### src/rtl/ps2_pkg.sv
// rtl/ps2_pkg.sv - shared constants, decoder states and BCD helper for the PS/2 key path
package ps2_pkg;

    localparam logic [7:0] PS2_BREAK = 8'hF0;
    localparam logic [7:0] PS2_EXT   = 8'hE0;
    localparam int         FRAME_LEN = 11;

    typedef enum logic [1:0] {
        IDLE = 2'd0,
        DOWN = 2'd1,
        BRK  = 2'd2
    } state_t;

    function automatic logic [7:0] bcd_inc(input logic [7:0] v);
        if (v[3:0] == 4'd9) begin
            if (v[7:4] == 4'd9) return 8'h00;
            return {v[7:4] + 4'd1, 4'd0};
        end
        return {v[7:4], v[3:0] + 4'd1};
    endfunction

endpackage

### src/rtl/ps2_rx.sv
// rtl/ps2_rx.sv - PS/2 pin synchronizer, 11-bit frame deserializer, timeout and frame check
module ps2_rx #(
    parameter int TIMEOUT_CYC = 50000
) (
    input  logic       clk,
    input  logic       clrn,
    input  logic       ps2_clk,
    input  logic       ps2_data,
    output logic [7:0] rx_byte,
    output logic       byte_vld,
    output logic       err
);
    import ps2_pkg::*;

    localparam int TW = $clog2(TIMEOUT_CYC + 1);

    logic [2:0]    clk_sync;
    logic [2:0]    data_sync;
    logic          clk_prev;
    logic [3:0]    bit_cnt;
    logic [9:0]    shreg;
    logic [TW-1:0] tmo;
    logic          fall;
    logic [10:0]   frame;
    logic          frame_ok;

    // Synchronizers run through reset so no false edge appears when clrn releases.
    always_ff @(posedge clk) begin
        clk_sync  <= {clk_sync[1:0], ps2_clk};
        data_sync <= {data_sync[1:0], ps2_data};
        clk_prev  <= clk_sync[2];
    end

    assign fall     = clk_prev & ~clk_sync[2];
    assign frame    = {data_sync[2], shreg};
    assign frame_ok = ~frame[0] & frame[10] & (^frame[9:1]);

    always_ff @(posedge clk) begin
        if (!clrn) begin
            bit_cnt  <= 4'd0;
            shreg    <= 10'd0;
            tmo      <= '0;
            rx_byte  <= 8'h00;
            byte_vld <= 1'b0;
            err      <= 1'b0;
        end else begin
            byte_vld <= 1'b0;
            err      <= 1'b0;
            if (fall) begin
                tmo   <= '0;
                shreg <= frame[10:1];
                if (bit_cnt == 4'(FRAME_LEN - 1)) begin
                    bit_cnt <= 4'd0;
                    if (frame_ok) begin
                        rx_byte  <= frame[8:1];
                        byte_vld <= 1'b1;
                    end else begin
                        err <= 1'b1;
                    end
                end else begin
                    bit_cnt <= bit_cnt + 4'd1;
                end
            end else if (bit_cnt != 4'd0) begin
                if (tmo == TW'(TIMEOUT_CYC - 1)) begin
                    bit_cnt <= 4'd0;
                    tmo     <= '0;
                end else begin
                    tmo <= tmo + TW'(1);
                end
            end else begin
                tmo <= '0;
            end
        end
    end

endmodule

### src/rtl/ps2_key_scan.sv
// rtl/ps2_key_scan.sv - make/break decoder, held scan code and BCD press counter
module ps2_key_scan #(
    parameter int TIMEOUT_CYC = 50000
) (
    input  logic       clk,
    input  logic       clrn,
    input  logic       ps2_clk,
    input  logic       ps2_data,
    output logic [3:0] code_hi,
    output logic [3:0] code_lo,
    output logic [3:0] cnt_hi,
    output logic [3:0] cnt_lo,
    output logic       key_down,
    output logic       byte_vld,
    output logic       frame_err
);
    import ps2_pkg::*;

    logic [7:0] rx_byte;
    logic       rx_vld;
    logic       rx_err;
    state_t     state, state_nxt;
    logic       brk_dn, brk_dn_nxt;
    logic [7:0] code, code_nxt;
    logic [7:0] cnt;
    logic       inc;

    ps2_rx #(.TIMEOUT_CYC(TIMEOUT_CYC)) u_rx (
        .clk      (clk),
        .clrn     (clrn),
        .ps2_clk  (ps2_clk),
        .ps2_data (ps2_data),
        .rx_byte  (rx_byte),
        .byte_vld (rx_vld),
        .err      (rx_err)
    );

    always_comb begin
        state_nxt  = state;
        brk_dn_nxt = brk_dn;
        code_nxt   = code;
        inc        = 1'b0;
        if (rx_vld && rx_byte != PS2_EXT) begin
            case (state)
                IDLE: begin
                    if (rx_byte == PS2_BREAK) begin
                        state_nxt  = BRK;
                        brk_dn_nxt = 1'b0;
                    end else begin
                        state_nxt = DOWN;
                        code_nxt  = rx_byte;
                        inc       = 1'b1;
                    end
                end
                DOWN: begin
                    if (rx_byte == PS2_BREAK) begin
                        state_nxt  = BRK;
                        brk_dn_nxt = 1'b1;
                    end else if (rx_byte != code) begin
                        code_nxt = rx_byte;
                        inc      = 1'b1;
                    end
                end
                BRK: begin
                    // Releasing some other key leaves the held key down.
                    state_nxt = (brk_dn && rx_byte != code) ? DOWN : IDLE;
                end
                default: state_nxt = IDLE;
            endcase
        end
    end

    always_ff @(posedge clk) begin
        if (!clrn) begin
            state     <= IDLE;
            brk_dn    <= 1'b0;
            code      <= 8'h00;
            cnt       <= 8'h00;
            key_down  <= 1'b0;
            frame_err <= 1'b0;
        end else begin
            state     <= state_nxt;
            brk_dn    <= brk_dn_nxt;
            code      <= code_nxt;
            if (inc) cnt <= bcd_inc(cnt);
            key_down  <= (state_nxt == DOWN) || (state_nxt == BRK && brk_dn_nxt);
            frame_err <= frame_err | rx_err;
        end
    end

    assign code_hi  = code[7:4];
    assign code_lo  = code[3:0];
    assign cnt_hi   = cnt[7:4];
    assign cnt_lo   = cnt[3:0];
    assign byte_vld = rx_vld;

endmodule

### config.mk
export PLATFORM = sky130hd
export DESIGN_NAME = ps2_key_scan
export DESIGN_NICKNAME = d
export VERILOG_FILES = /design/src/rtl/ps2_pkg.sv /design/src/rtl/ps2_rx.sv /design/src/rtl/ps2_key_scan.sv
export SDC_FILE = /design/constraint.sdc
export NUM_CORES = 1
export LEC_CHECK = 0
export CAP_MARGIN = 20
export CORE_MARGIN = 2
export CORE_UTILIZATION = 61
export DETAILED_ROUTE_END_ITERATION = 7
export DONT_BUFFER_PORTS = 1
export GPL_TIMING_DRIVEN = 0
export PLACE_DENSITY_LB_ADDON = 0.05
export SLEW_MARGIN = 25
export SYNTH_ARGS = -nofsm -noshare
export SYNTH_HDL_FRONTEND = slang
export SYNTH_SLANG_ARGS = --single-unit
### constraint.sdc
create_clock -name clk -period 2.92 [get_ports clk]
set_clock_uncertainty 0.1 [all_clocks]
set_input_delay 0.146 -clock clk [delete_from_list [all_inputs] [get_ports clk]]
set_output_delay 0.146 -clock clk [all_outputs]
set_load 0.1 [all_outputs]
==> impl_metrics.ini <==
[run_status]
status = completed

[yosys]
synth_enable_flop_cells = 0
avgSynthCellArea_um2 = 9.13
synth-seq-cells = 68
synthDominantCellAreaShare = 0.452
synthCells = 330
ys.flop_type = dfxtp_1
yosys_warnings = 0
synth_seq_area_share = 0.452
yosysUniqueCellTypes = 46
async_flop_share = 0
synth_nets = 338
syn-cell-area_um2 = 3010
synth_top_area_cell = dfxtp_1
synth_area_leaders = dfxtp_1 (45%), nand2_1 (7.0%), mux2i_1 (6.6%)

[global_route]
grt_pass1_vias = 2118
grt_pass1_wl_mm = 9.18
grt_max_degree = 13
gr-usage-all-layers = 0.220
antenna_found_initial = 0
overflow = 0

[power]
p_switching_uw = 396
p_leak_nw = 1.21
swShare = 0.216
p_int_mw = 1.43
pwr-share-comb = 0.028
seqPwrFrac = 0.514
ir_drop_uv = 331
powerDensity_nw_per_um2 = 549
clock_power_share = 0.459

[worst_setup_path]
start_kind = flip-flop
reg2reg_to = cnt[7]
worst-r2r-cell-count = 6
cp-end-kind = flip-flop
r2r_slack_ns = 0.25
critPathKind = flip-flop to flip-flop
r2r_start = code[3]
cp.required_ns = 3.04
cp_data_arrival_time_ns = 2.80
cp_max_fo = 10

[sta]
timing.fmax_mhz = 374
fin_crit_ns = 2.67
finalSetupViolCount = 0
hold_viol_final = 0
setup_tns_ns = 0
slew_headroom = 0.268
rsz0062_at_grt = false
fin_crit_sh = 0.915
worstMarginPinSlew_ns = 1.10
finalMaxSlewViolations = 0

[placement]
postPlaceCellArea_um2 = 3100
io_buffers = 0
gp_congestion = 0.831
hpwl_mm = 3.78

[detailed_routing]
routed_via_density = 5.35
wl_mm = 5.43
ant_nets = 0
vias = 2220
wl_per_cell_um = 13.1
drt-initial-drc-count = 110
dr.pass1.iters = 4
drc_errors = 0

[layout]
fin_util = 0.702
stdcell_area_um2 = 3340
antenna_cells = 0
fin_nets = 351
final_layout_size_suffix_gt1_frac = 0.0805
syn_to_final_growth_pct = 10.7
fillerInstances = 386
multi_input_area_um2 = 1570
seqCellArea_um2 = 1360

[floorplanning]
num_rows = 25
die_y_um = 74.3
num_io_pins = 23
die_w_um = 74.3
initial_utilization = 0.634
fp.dieArea_um2 = 5520
core_um2 = 4750

[clock_tree]
clk_latency_ns = 0.35
root_buffer = clkbuf_8
cts_resized = 0
clkTransAtPathRegs_ns = 0.08
cts_inserted_buffers = 9
clockBufferDepth = 2
ctsHtreeMaxLevel = 3
tritoncts = yes
clock_sinks = 68

[min_path]
min_from = clrn
hold_end = state[1]
hold_path_class = input pin to flip-flop
hold_depth = 2

[run]
maxCapViolations = 0
stage by stage:
stage | hold slack (ns) | setup WS [ns] | cells | total power, mW
after CTS | 0.114 | 0.231 | 415 | 1.85
final | 0.118 | 0.248 | 415 | 1.83
after floorplan | 0.0737 | 0.418 | 330 | 0.998
after global routing | 0.134 | 0.135 | 415 | 1.89
after global placement | 0.0738 | 0.275 | 397 | 1.01
after detailed placement | 0.0738 | 0.260 | 397 | 1.01
kinds of logic after synthesis:
group,count (synthesis),synth area share
AO/OA/AOI/OAI,37,0.0876
XOR/XNOR,30,0.0917
AND/OR/NAND/NOR,150,0.249
flip-flops,68,0.452
buffers and inverters,20,0.0291
multiplexers,21,0.0739
adder cells (fa/ha/maj),4,0.0166
cell type report:
class,count,area share
Sequential cell,68,0.409
Buffer,11,0.0161
Inverter,9,0.0101
Tap cell,67,0.0251
Timing Repair Buffer,2,0.00600
Clock buffer,10,0.0382
Clock inverter,6,0.0266
Multi-Input combinational cell,242,0.469
worst max path at each step:
stage	from	end	depth (start not counted)	slack [ns]
detailed placement	code[5]	cnt[7]	6	0.26
global placement	code[3]	cnt[7]	6	0.27
CTS	code[5]	cnt[7]	6	0.23
floorplan	code[5]	cnt[7]	6	0.42
finish	code[3]	cnt[7]	6	0.25
global route	code[5]	cnt[7]	6	0.14
per-layer routing:
layer,GRT usage,wire length (um)
met1,0.273,2590
met2,0.349,2470
met3,0.0610,258
met4,0.115,107
met5,0,0
flip-flops by register name, indices dropped and copies added (netlist names):
register and cells:
u_rx.byte_vld 1, state 2, code 8, key_down 1, u_rx.clk_prev 1, u_rx.data_sync 3, u_rx.tmo 16, cnt 8
u_rx.err 1, brk_dn 1, u_rx.rx_byte 8, u_rx.bit_cnt 4, u_rx.clk_sync 3, u_rx.shreg 10, frame_err 1
worst max-delay path, cell delays in order, from the launching register on:
cell and delay [ns]:
dfxtp_1 1.00, xor2_1 0.18, nor4_2 0.43, a311oi_2 0.18
buf_6 0.19, and3_1 0.16, or3_1 0.33
synthesized netlist by cell type (all sizes together) (2+ instances only):
master	n
a31oi	3
o31a	2
xnor2	11
xor2	18
nor2b	15
nand4	3
nor2	31
nand2	56
buf	3
clkbuf	8
inv	9
nor4	3
a21boi	14
a21oi	7
nor3	4
nand3b	3
and2	3
dfxtp	68
nand4bb	2
o21ai	3
nand2b	8
o21a	2
mux2i	21
nand3	11
ha	4
and3	5
layout by cell type, fill, tap and decap left out, drive strengths merged, types with 3 or more instances in the layout:
cell type,Yosys,routed
xnor2,11,11
nand3b,3,3
and3,5,5
xor2,18,18
dfxtp,68,68
o21ai,3,3
nor4,3,3
a21boi,14,14
and2,3,3
ha,4,4
inv,9,9
a21oi,7,7
nor2,31,31
nand3,11,11
nand4,3,3
nand2,56,56
buf,3,3
nor3,4,4
mux2i,21,21
clkbuf,8,18
a31oi,3,3
nor2b,15,15
nand2b,8,8
power by group through the flow:
stage          clock (mW)  combinational [mW]  sequential, mW
2_1_floorplan           0              0.0378           0.960
3_3_place_gp            0              0.0488           0.961
3_5_place_dp            0              0.0494           0.962
4_1_cts             0.854              0.0517           0.940
5_1_grt             0.890              0.0576           0.941
6_report            0.839              0.0509           0.940
timing repair:
item / CTS / global route
hold buffers: 2 / 0
setup buffers: 0 / 0
endpoints found under the setup margin: 0 / 0
endpoints found under the hold margin: 2 / 0
No activity file was read; power rests on OpenSTA's default activity.
